[config.mk]
export PLATFORM = sky130hd
export DESIGN_NAME = sb_tx_arbiter
export DESIGN_NICKNAME = d
export VERILOG_FILES = /design/src/rtl/sb_tx_arbiter_pkg.sv /design/src/rtl/sb_tx_arbiter_rr_pick2.sv /design/src/rtl/sb_tx_arbiter.sv
export SDC_FILE = /design/constraint.sdc
export NUM_CORES = 1
export LEC_CHECK = 0
export BUFFER_PORTS_ARGS = -buffer_cell sky130_fd_sc_hd__buf_4
export CAP_MARGIN = 15
export CORE_AREA = 2 2 48 50
export DETAILED_ROUTE_END_ITERATION = 10
export DIE_AREA = 0 0 50 52
export PLACE_DENSITY_LB_ADDON = 0.2
export SLEW_MARGIN = 10
export SYNTH_ARGS = -nofsm -noshare
export SYNTH_HDL_FRONTEND = slang
export SYNTH_SLANG_ARGS = --single-unit
[constraint.sdc]
create_clock -name CLK -period 1.5 [get_ports CLK]
set_clock_uncertainty 0.1 [all_clocks]
set_input_delay 0.075 -clock CLK [delete_from_list [all_inputs] [get_ports CLK]]
set_output_delay 0.075 -clock CLK [all_outputs]
set_load 0.01 [all_outputs]
[src/rtl/sb_tx_arbiter_pkg.sv]
// Shared MBINIT sideband TX arbiter package.
// FSM encoding, owner ids and timeout defaults.
package sb_tx_arbiter_pkg;

   typedef enum logic [1:0] {
      ST_IDLE      = 2'd0,
      ST_ISSUE     = 2'd1,
      ST_WAIT_DONE = 2'd2
   } sb_state_t;

   typedef enum logic {
      OWN_MOD = 1'b0,
      OWN_PTN = 1'b1
   } sb_owner_t;

   localparam int SB_TIMEOUT_DEF = 200;
   localparam int SB_CNT_W_DEF   = 8;

   function automatic sb_owner_t rr_other(input sb_owner_t o);
      return (o == OWN_MOD) ? OWN_PTN : OWN_MOD;
   endfunction

endpackage

[src/rtl/sb_tx_arbiter_rr_pick2.sv]
// Two-way round-robin picker for the sideband TX arbiter.
// On contention the side not served last wins.
module rr_pick2
   import sb_tx_arbiter_pkg::*;
(
   input  logic req_mod,
   input  logic req_ptn,
   input  logic last,
   output logic any,
   output logic pick
);

   assign any = req_mod | req_ptn;

   always_comb begin
      pick = OWN_MOD;
      unique case (1'b1)
         req_mod && req_ptn:  pick = rr_other(sb_owner_t'(last));
         req_ptn && !req_mod: pick = OWN_PTN;
         default:             pick = OWN_MOD;
      endcase
   end

endmodule

[src/rtl/sb_tx_arbiter.sv]
// Sideband TX arbiter: grants module/partner requests,
// issues one strobe, waits for busy falling edge or timeout.
module sb_tx_arbiter
   import sb_tx_arbiter_pkg::*;
#(
   parameter int TIMEOUT_CYCLES = SB_TIMEOUT_DEF,
   parameter int CNT_W          = SB_CNT_W_DEF
) (
   input  logic       CLK,
   input  logic       rst_n,
   input  logic       i_flush,
   input  logic       i_req_mod,
   input  logic       i_req_ptn,
   input  logic [3:0] i_msg_mod,
   input  logic [3:0] i_msg_ptn,
   input  logic       i_dfp_mod,
   input  logic       i_dfp_ptn,
   input  logic       i_falling_edge_busy,
   output logic [3:0] o_TX_SbMessage,
   output logic       o_ValidOutDatat,
   output logic       o_ValidDataFieldParameters,
   output logic       o_ack_mod,
   output logic       o_ack_ptn,
   output logic       o_busy_mod,
   output logic       o_busy_ptn,
   output logic       o_timeout_err
);

   localparam logic [CNT_W-1:0] TO_LAST = CNT_W'(TIMEOUT_CYCLES - 1);
   localparam logic [CNT_W-1:0] CNT_MAX = {CNT_W{1'b1}};

   sb_state_t        state_q, state_d;
   sb_owner_t        owner_q, last_q;
   logic [3:0]       msg_q;
   logic             dfp_q;
   logic [CNT_W-1:0] cnt_q;
   logic             grant_any, pick;
   logic             done, expire;

   rr_pick2 u_pick (
      .req_mod (i_req_mod),
      .req_ptn (i_req_ptn),
      .last    (last_q),
      .any     (grant_any),
      .pick    (pick)
   );

   assign done   = (state_q == ST_WAIT_DONE) && i_falling_edge_busy;
   // Completion beats a timeout landing in the same cycle.
   assign expire = (state_q == ST_WAIT_DONE) && !i_falling_edge_busy &&
                   (cnt_q >= TO_LAST);

   always_ff @(posedge CLK or negedge rst_n) begin
      if (!rst_n) state_q <= ST_IDLE;
      else        state_q <= state_d;
   end

   always_comb begin
      state_d = state_q;
      if (i_flush) begin
         state_d = ST_IDLE;
      end else begin
         unique case (state_q)
            ST_IDLE:      if (grant_any) state_d = ST_ISSUE;
            ST_ISSUE:     state_d = ST_WAIT_DONE;
            ST_WAIT_DONE: if (done || expire) state_d = ST_IDLE;
            default:      state_d = ST_IDLE;
         endcase
      end
   end

   always_ff @(posedge CLK or negedge rst_n) begin
      if (!rst_n) begin
         owner_q <= OWN_MOD;
         last_q  <= OWN_PTN;
         msg_q   <= 4'h0;
         dfp_q   <= 1'b0;
         cnt_q   <= '0;
      end else if (i_flush) begin
         owner_q <= OWN_MOD;
         last_q  <= OWN_PTN;
         msg_q   <= 4'h0;
         dfp_q   <= 1'b0;
         cnt_q   <= '0;
      end else begin
         if (state_q == ST_IDLE && grant_any) begin
            owner_q <= sb_owner_t'(pick);
            msg_q   <= pick ? i_msg_ptn : i_msg_mod;
            dfp_q   <= pick ? i_dfp_ptn : i_dfp_mod;
         end else if (state_d == ST_IDLE) begin
            msg_q <= 4'h0;
            dfp_q <= 1'b0;
         end
         if (done) last_q <= owner_q;
         if (state_q == ST_WAIT_DONE && !done) begin
            if (cnt_q != CNT_MAX) cnt_q <= cnt_q + 1'b1;
         end else begin
            cnt_q <= '0;
         end
      end
   end

   always_comb begin
      o_TX_SbMessage             = msg_q;
      o_ValidDataFieldParameters = dfp_q;
      o_ValidOutDatat = (state_q == ST_ISSUE);
      o_busy_mod = (state_q != ST_IDLE) && (owner_q == OWN_MOD);
      o_busy_ptn = (state_q != ST_IDLE) && (owner_q == OWN_PTN);
      o_ack_mod  = done && !i_flush && (owner_q == OWN_MOD);
      o_ack_ptn  = done && !i_flush && (owner_q == OWN_PTN);
      o_timeout_err = expire && !i_flush;
   end

endmodule

==> impl_metrics.py, run 1 <==
metrics = {
    "floorplanning": {
        "dieArea_um2": 2600,
        "die_w_um": 50,
        "die_y_um": 52,
        "num_rows": 17,
        "num_io_pins": 27,
        "start_util": 0.421,
        "coreArea_um2": 2110,
    },
    "drt": {
        "wire_per_inst_um": 13.6,
        "routed_via_density": 5.15,
        "route.detailed.drc": 0,
        "first_pass_iters": 4,
        "drtAntennaViolNets": 0,
        "wl_um": 2270,
        "drtIter0Drc": 13,
        "dr_total_vias": 860,
    },
    "timing": {
        "fmax_mhz": 562,
        "setup_ws_ns": -0.278,
        "rsz0062_at_grt": "yes",
        "period_minus_slack_ns": 1.78,
        "final-setup-viol-count": 7,
        "tightestPinTransition_ns": 0.611,
        "hold_viol_final": 0,
        "report.final.slew_viol_count": 0,
        "post-route-period-util": 1.19,
        "slew_headroom": 0.590,
    },
    "logic_synthesis": {
        "yosysSeqAreaShare": 0.481,
        "synth_edf_count": 0,
        "netlist_top_cells_area": "dfrtp_1, mux2i_1, nor2_1",
        "synth-async-reset-ratio": 1.00,
        "yosysWarnings": 0,
        "post-synth-top-count-cell": "dfrtp_1",
        "synth_nets": 107,
        "avgSynthCellArea_um2": 9.86,
        "synth_top_area_frac": 0.451,
        "synth.top_cells.by_count": "dfrtp_1, nor2_1, mux2i_1",
        "netlist_area_um2": 887,
        "synth-seq-cells": 17,
        "yosysTopAreaCell": "dfrtp_1",
        "ys.flop_type": "dfrtp_1",
        "ys_types": 31,
        "syn_inst": 90,
    },
    "clock_network": {
        "cts-root-buf": "clkbuf_4",
        "htreeDepth": 1,
        "numCtsBuffers": 3,
        "cts.sinks": 17,
        "clkTransAtPathRegs_ns": 0.09,
        "cts_tree": "done",
        "clk_latency_ns": 0.28,
        "clock_path_buffers": 2,
    },
    "critical_path": {
        "cp_slowest_cell": "dfrtp_1",
        "arrival_ns": 1.60,
        "slowest_delay_ns": 0.39,
        "cp-start-kind": "register",
        "crit_fanout": 2,
        "crit_buf_inv": 2,
        "crit_required_ns": 1.32,
        "critPathTopFamily": "flip-flops",
        "cp_cell_sequence": "ha_2 -> a2111o_1 -> nand3_2 -> buf_4 -> nor2_1 -> buf_4",
        "endpoint_kind": "output pin",
        "path_common_cell": "buf_4",
        "crit_type": "register to output pin",
    },
    "power_and_ir_drop": {
        "p_leak_nw": 0.661,
        "seqPwrFrac": 0.522,
        "switchingPower_mw": 0.250,
        "p_comb_frac": 0.228,
        "peakVddDrop_uv": 462,
        "clockPowerShare": 0.251,
        "power_density_nw_per_um2": 678,
        "power.total_mw": 0.945,
        "p_sw_frac": 0.265,
        "internal-power_mw": 0.695,
    },
    "placement": {
        "place_congestion": 0.834,
        "io_buffers": 26,
        "place_hpwl_um": 1500,
        "placed_cells": 153,
    },
    "run_status": {
        "violations": "setup timing",
        "status": "finished, violations left",
    },
    "finish": {
        "final_nets": 157,
        "fin_util": 0.661,
        "drive_gt1_frac": 0.432,
        "area_delta_synth_final_pct": 57.0,
        "final_cells": 167,
        "diodes": 0,
    },
    "global_route": {
        "grt-ovfl-total": 0,
        "grt_pass1_wl_um": 3640,
        "grt_pass1_vias": 860,
        "grt_max_degree": 18,
        "track_usage": 0.185,
        "antenna_found_initial": 0,
    },
    "hold_path": {
        "min_path_type": "input pin to register",
    },
    "flow_run": {
        "cap_violations": 0,
    },
}
==> routing by layer <==
metal  up-vias  routed length (um)  GRT usage
met2        20                1180      0.344
met3         2                  80     0.0374
met1       416                 988      0.211
met5         -                   0          0
met4         0                  14     0.0556
li1        422                   -          -
==> cells in the final DEF, fill, tap and decap left out, types with 2 or more instances in the layout <==
cell type,count
a211oi_1,2
a31oi_1,3
and3_1,2
buf_4,39
clkbuf_4,3
dfrtp_1,16
dlygate4sd3_1,8
inv_1,7
mux2i_1,8
nand2_1,5
nand3_2,2
nand4_1,2
nor2_1,10
nor2_2,3
nor3_1,2
o32ai_2,5
xor2_1,2
==> metrics by stage <==
stage,setup TNS (ns),setup WS [ns],hold slack (ns),instance area [um2]
2_1_floorplan,-0.155,-0.0631,-0.321,895
3_3_place_gp,-0.101,-0.0482,-0.148,1190
3_5_place_dp,-0.425,-0.134,-0.151,1190
4_1_cts,-0.963,-0.284,0.00196,1350
5_1_grt,-2.23,-0.380,0.00163,1390
6_report,-1.53,-0.278,0.00148,1390
==> area by class of cell <==
| class | count | area [um2] |
|---|---|---|
| Inverter | 7 | 26.3 |
| Fill cell | 175 | 713 |
| Clock buffer | 4 | 26.3 |
| Multi-Input combinational cell | 63 | 494 |
| Tap cell | 28 | 35.0 |
| Timing Repair Buffer | 48 | 384 |
| Sequential cell | 17 | 427 |
==> flip-flops by register name, indices dropped and copies added (netlist names) <==
signal and cells:
cnt_q 8, o_TX_SbMessage 4, state_q 2, last_q 1, o_ValidDataFieldParameters 1, owner_q 1
==> power by group through the flow <==
stage	Clock, mW	Combinational (mW)	Sequential, mW
finish	0.237	0.215	0.493
floorplan	0	0.0699	0.506
global route	0.276	0.235	0.496
global placement	0	0.166	0.499
detailed placement	0	0.171	0.499
CTS	0.245	0.207	0.491
==> kinds of logic (layout without fill, tap and decap cells) <==
kind of cell | after synthesis | after routing | share of synthesized area
multiplexers | 8 | 8 | 0.0903
flip-flops | 17 | 17 | 0.481
AND/OR/NAND/NOR | 34 | 34 | 0.186
buffers and inverters | 10 | 59 | 0.0522
adder cells (fa/ha/maj) | 1 | 1 | 0.0141
AO/OA/AOI/OAI | 18 | 18 | 0.157
XOR/XNOR | 2 | 2 | 0.0197
==> repair_timing <==
item / in CTS / in global routing
gates resized for setup: 6 / 8
setup buffers: 1 / 1
pin swaps: 1 / 2
setup endpoints to repair: 6 / 16
hold buffers: 8 / 0
endpoints found under the hold margin: 22 / 0
==> path summary, 6_finish.rpt <==
check                                       start                 to  slack, ns  cells past startpoint
min in group asynchronous                   rst_n            owner_q       0.09                      2
worst max register to register           cnt_q[1]  o_TX_SbMessage[0]      -0.28                      7
worst max-delay path                     cnt_q[1]      o_timeout_err      -0.28                      6
max in group asynchronous                   rst_n             last_q       0.96                      2
worst min register to register  o_TX_SbMessage[0]  o_TX_SbMessage[0]       0.47                      2
worst min-delay path                 i_msg_ptn[2]  o_TX_SbMessage[2]      0.001                      3
==> worst register-to-register path, stage by stage, from the launching register on <==
cell and delay, ns:
dfrtp_1 0.39, ha_2 0.19, a2111o_1 0.38, nand3_2 0.10
buf_4 0.11, buf_6 0.09, a21oi_4 0.08, o32ai_2 0.26
(Power assumes the default switching activity.)
==> run 2: changes to the inputs <==
--- a/config.mk
+++ b/config.mk
@@ -7,9 +7,9 @@
 export LEC_CHECK = 0
 export BUFFER_PORTS_ARGS = -buffer_cell sky130_fd_sc_hd__buf_4
 export CAP_MARGIN = 15
-export CORE_AREA = 2 2 48 50
+export CORE_AREA = 2 2 46 48
 export DETAILED_ROUTE_END_ITERATION = 10
-export DIE_AREA = 0 0 50 52
+export DIE_AREA = 0 0 48 50
 export PLACE_DENSITY_LB_ADDON = 0.2
 export SLEW_MARGIN = 10
 export SYNTH_ARGS = -nofsm -noshare
==> constraint.sdc (replaced) <==
create_clock -name CLK -period 2 [get_ports CLK]
set_clock_uncertainty 0.1 [all_clocks]
set_input_delay 0.1 -clock CLK [delete_from_list [all_inputs] [get_ports CLK]]
set_output_delay 0.1 -clock CLK [all_outputs]
set_load 0.01 [all_outputs]
==> impl_metrics.py, run 2 (same netlist as run 1, synthesis figures left out) <==
metrics = {
    "floorplanning": {
        "die_y_um": 50,
        "die_w_um": 48,
        "dieArea_um2": 2400,
        "num_rows": 16,
        "coreArea_um2": 1900,
        "start_util": 0.466,
        "num_io_pins": 27,
    },
    "clock_network": {
        "cts-root-buf": "clkbuf_4",
        "clock_path_buffers": 2,
        "clkTransAtPathRegs_ns": 0.10,
        "cts.sinks": 17,
        "cts_tree": "done",
        "htreeDepth": 1,
        "clk_latency_ns": 0.29,
        "numCtsBuffers": 3,
    },
    "finish": {
        "top_register": "cnt_q",
        "multi_input_area_um2": 417,
        "fin_util": 0.623,
        "layout_commonest_cell": "buf_4",
        "area_delta_synth_final_pct": 33.6,
        "seq_area_um2": 427,
        "drive_gt1_frac": 0.268,
        "layout_common_cells": "buf_4, dfrtp_1, nor2_1",
        "final_nets": 141,
        "fillers": 188,
        "largest_reg_flops": 8,
        "diodes": 0,
    },
    "timing": {
        "report.final.slew_viol_count": 0,
        "hold_viol_final": 1,
        "final-setup-viol-count": 0,
        "slew_headroom": 0.659,
        "rsz0062_at_grt": "no",
        "whs_ns": -0.00319,
        "fmax_mhz": 527,
        "period_minus_slack_ns": 1.90,
        "post-route-period-util": 0.948,
        "final.setup.tns_ns": 0,
        "tightestPinTransition_ns": 0.508,
    },
    "critical_path": {
        "crit_type": "register to output pin",
        "cp-start-kind": "register",
        "endpoint_kind": "output pin",
        "crit_required_ns": 1.80,
        "crit_fanout": 5,
        "arrival_ns": 1.70,
    },
    "global_route": {
        "grt_pass1_vias": 729,
        "track_usage": 0.189,
        "grt_pass1_wl_um": 3200,
        "antenna_found_initial": 0,
        "grt_max_degree": 18,
        "grt-ovfl-total": 0,
    },
    "drt": {
        "first_pass_iters": 5,
        "routed_via_density": 5.23,
        "drtIter0Drc": 7,
        "route.detailed.drc": 0,
        "drtAntennaViolNets": 0,
        "dr_total_vias": 785,
        "wire_per_inst_um": 13.2,
        "wl_um": 1980,
    },
    "run_status": {
        "status": "finished, violations left",
        "violations": "hold timing",
    },
    "power_and_ir_drop": {
        "peakVddDrop_uv": 381,
        "p_leak_nw": 0.564,
        "power_density_nw_per_um2": 580,
    },
    "placement": {
        "place_congestion": 0.749,
        "io_buffers": 26,
        "place_hpwl_um": 1360,
    },
    "hold_path": {
        "min_path_type": "input pin to register",
    },
    "flow_run": {
        "cap_violations": 0,
    },
}
run 2: area by class of cell:
type                       instances  area share
sequential                        17       0.360
multi-input combinational         63       0.352
timing repair buffer              32       0.215
tap                               27      0.0285
clock buffer                       4      0.0222
inverter                           7      0.0222
run 2: final timing paths:
path,startpoint,endpoint,slack (ns),cells after the start
setup / recovery,cnt_q[0],o_timeout_err,0.10,5
hold / removal,i_msg_mod[0],o_TX_SbMessage[0],-0.003,3
setup reg to reg,last_q,o_TX_SbMessage[3],0.13,4
hold reg to reg,cnt_q[6],cnt_q[6],0.45,1
max in group asynchronous,rst_n,last_q,1.42,2
min in group asynchronous,rst_n,cnt_q[7],0.13,2
run 2: critical path, cell delays in order, from the launching register on:
cell,delay (ns)
dfrtp_1,0.43
ha_2,0.23
a2111o_1,0.41
nand3_1,0.13
nor2_1,0.06
buf_4,0.15
run 2: repair_timing:
action                     CTS  global route
hold endpoints to repair    21             1
setup endpoints to repair    0             1
hold buffers                 4             2
setup buffers                0             0
gates resized for setup      0             1
run 2: metal layers:
metal  global-route usage  share of wire  up-vias
met1                0.262           0.46      367
li1                     -              -      387
met2                0.276           0.48       27
met4               0.0811          0.015        0
met3               0.0440          0.044        4
met5                    0              0        -
run 2: stage by stage:
stage / hold slack (ns) / area [um2] / total power, mW / instances / setup WS [ns]
finish: -0.00319 / 1180 / 0.687 / 150 / 0.103
global route: 0.0373 / 1180 / 0.734 / 150 / 0.00653
CTS: 0.000780 / 1160 / 0.682 / 148 / 0.0538
detailed placement: -0.126 / 1100 / 0.496 / 140 / 0.224
global placement: -0.126 / 1100 / 0.492 / 140 / 0.308
floorplan: -0.296 / 887 / 0.432 / 90 / 0.369
run 2: report_power, final:
group	switching [mW]	leakage [nW]	total, mW	internal [mW]
sequential	0.0117	0.229	0.370	0.359
clock	0.108	0.0150	0.186	0.0776
combinational	0.0620	0.320	0.131	0.0690
total	0.182	0.564	0.687	0.505
==> run 3: changes to the inputs <==
--- a/config.mk
+++ b/config.mk
@@ -5,6 +5,7 @@
 export SDC_FILE = /design/constraint.sdc
 export NUM_CORES = 1
 export LEC_CHECK = 0
+export ABC_AREA = 1
 export BUFFER_PORTS_ARGS = -buffer_cell sky130_fd_sc_hd__buf_4
 export CAP_MARGIN = 15
 export CORE_AREA = 2 2 46 48
==> constraint.sdc (replaced) <==
create_clock -name CLK -period 2.3 [get_ports CLK]
set_clock_uncertainty 0.1 [all_clocks]
set_input_delay 0.115 -clock CLK [delete_from_list [all_inputs] [get_ports CLK]]
set_output_delay 0.115 -clock CLK [all_outputs]
set_load 0.01 [all_outputs]
==> impl_metrics.py, run 3 <==
metrics = {
    "logic_synthesis": {
        "synth_simple_gate_area_frac": 0.375,
        "synth_top_area_frac": 0.417,
        "avgSynthCellArea_um2": 8.06,
        "syn_inst": 119,
        "synth_xor_area_frac": 0,
        "synth_nets": 136,
        "synth.top_cells.by_count": "nand2_1, dfrtp_1, nand3_1",
        "synth-async-reset-ratio": 1.00,
        "yosysWarnings": 0,
        "synthMuxAreaShare": 0,
        "yosysSeqAreaShare": 0.445,
        "netlist_top_cells_area": "dfrtp_1, nand2_1, nand3_1",
        "synth_fa_ha_area_frac": 0.0130,
        "yosysTopAreaCell": "dfrtp_1",
        "ys_types": 23,
        "ys.flop_type": "dfrtp_1",
        "synth_top_family_by_area": "simple AND/OR/NAND/NOR gates",
        "synth_edf_count": 0,
        "synth_compound_area_frac": 0.107,
        "netlist_area_um2": 960,
        "post-synth-top-count-cell": "nand2_1",
        "synth-seq-cells": 17,
    },
    "clock_network": {
        "cts_tree": "done",
        "cts-root-buf": "clkbuf_4",
        "numCtsBuffers": 3,
        "cts.sinks": 17,
        "htreeDepth": 1,
        "clock_path_buffers": 2,
        "clk_latency_ns": 0.27,
        "clkTransAtPathRegs_ns": 0.10,
    },
    "drt": {
        "met1Wirelength_um": 867,
        "route.detailed.drc": 0,
        "routed-wl-met2_um": 1060,
        "drtIter0Drc": 17,
        "wl_met3_um": 53,
        "dr_total_vias": 891,
        "top_layer": "met3",
        "wl_um": 1980,
        "drtAntennaViolNets": 0,
        "wire_per_inst_um": 11.0,
        "first_pass_iters": 4,
        "routed_via_density": 4.95,
    },
    "finish": {
        "fin_util": 0.661,
        "drive_gt1_frac": 0.314,
        "final_cells": 180,
        "area_delta_synth_final_pct": 31.0,
        "largest_reg_flops": 8,
        "final_nets": 171,
        "diodes": 0,
        "layout_common_cells": "nand2_1, buf_4, nand3_1, dfrtp_1, nor2_1",
        "top_register": "cnt_q",
        "fillers": 178,
    },
    "timing": {
        "period_minus_slack_ns": 1.66,
        "report.final.slew_viol_count": 0,
        "tightestPinTransition_ns": 0.271,
        "setup_ws_ns": 0.640,
        "post-route-period-util": 0.722,
        "final-setup-viol-count": 0,
        "rsz0062_at_grt": "no",
        "fmax_mhz": 602,
        "slew_headroom": 0.818,
        "final.setup.tns_ns": 0,
        "hold_viol_final": 0,
    },
    "hold_path": {
        "min_from": "i_msg_mod[2]",
        "whs_endpoint": "o_TX_SbMessage[2]",
        "min_path_type": "input pin to register",
        "hold_depth": 3,
    },
    "global_route": {
        "grt_max_degree": 18,
        "track_usage": 0.185,
        "grt-ovfl-total": 0,
        "grt_pass1_vias": 805,
        "grt_pass1_wl_um": 3310,
        "antenna_found_initial": 0,
    },
    "placement": {
        "pre_cts_slack_ns": 0.795,
        "place_congestion": 0.831,
        "io_buffers": 26,
        "placed_cells": 171,
        "place_hpwl_um": 1600,
    },
    "critical_path": {
        "endpoint_kind": "output pin",
        "worstReg2RegEnd": "cnt_q[1]",
        "crit_fanout": 5,
        "crit_type": "register to output pin",
        "reg2reg_depth": 6,
        "ff2ff_setup_slack_ns": 0.79,
        "cp-start-kind": "register",
        "r2r-start": "cnt_q[0]",
        "crit_required_ns": 2.09,
        "arrival_ns": 1.45,
    },
    "floorplanning": {
        "die_w_um": 48,
        "num_io_pins": 27,
        "die_y_um": 50,
        "dieArea_um2": 2400,
        "num_rows": 16,
        "start_util": 0.505,
        "coreArea_um2": 1900,
    },
    "flow_run": {
        "cap_violations": 0,
    },
    "power_and_ir_drop": {
        "power.total_mw": 0.591,
        "power_density_nw_per_um2": 470,
        "peakVddDrop_uv": 291,
        "p_leak_nw": 0.620,
    },
    "run_status": {
        "status": "finished, final reports clean",
    },
}
run 3: cell count changes after synthesis, moves of 5 or more:
cell	previous run	this run
mux2i_1	8	0
nand2_1	5	26
nand3_1	3	16
o211ai_1	0	5
o32ai_1	5	0
or2_2	0	6
run 3: layer usage:
| layer | track usage | vias to the layer above |
|---|---|---|
| li1 | - | 459 |
| met1 | 0.233 | 415 |
| met2 | 0.336 | 17 |
| met3 | 0.0220 | 0 |
| met4 | 0.0135 | 0 |
| met5 | 0 | - |
run 3: per-stage QoR:
stage	cell area [um2]	hold WS [ns]
2_1_floorplan	960	-0.281
3_3_place_gp	1180	-0.111
3_5_place_dp	1180	-0.107
4_1_cts	1260	0.00841
5_1_grt	1260	0.0150
6_report	1260	0.0101
run 3: worst max-delay path by stage:
stage             start             to  slack, ns  cells after the start
2_1_floorplan  cnt_q[0]       cnt_q[0]       0.96                      6
3_3_place_gp   cnt_q[0]       cnt_q[0]       0.87                      6
3_5_place_dp   cnt_q[0]       cnt_q[1]       0.79                      6
4_1_cts        cnt_q[0]  o_timeout_err       0.63                      6
5_1_grt        cnt_q[0]  o_timeout_err       0.55                      6
6_report       cnt_q[0]  o_timeout_err       0.64                      6
run 3: layout make-up:
type | instances | area (um2) | area share
clock buffer | 4 | 26.3 | 0.0209
inverter | 12 | 50.0 | 0.0398
multi-input combinational | 89 | 475 | 0.378
sequential | 17 | 427 | 0.339
tap | 27 | 33.8 | 0.0269
timing repair buffer | 31 | 245 | 0.195
run 3: logic make-up after synthesis:
kind of cell | Yosys count
compound gates | 15
simple gates | 73
fa+ha+maj | 1
flops | 17
buf+inv | 13
run 3: power by group:
| group | switching (mW) | internal [mW] | total (mW) |
|---|---|---|---|
| combinational | 0.0588 | 0.0557 | 0.114 |
| sequential | 0.0108 | 0.312 | 0.323 |
| clock | 0.0858 | 0.0670 | 0.153 |
| total | 0.155 | 0.435 | 0.591 |
run 3: critical path, cell delays in order, from the launching register on:
cell and delay [ns]:
dfrtp_1 0.43, ha_1 0.23, nand2_1 0.09, nand3_1 0.10
nand2_1 0.07, nor2_1 0.12, buf_4 0.13
run 3: timing repair:
item                                    4_1_cts  5_1_grt
setup buffers                                 0        0
endpoints found under the setup margin        0        0
gates resized for setup                       0        0
hold buffers                                  5        0
hold endpoints to repair                     22        0
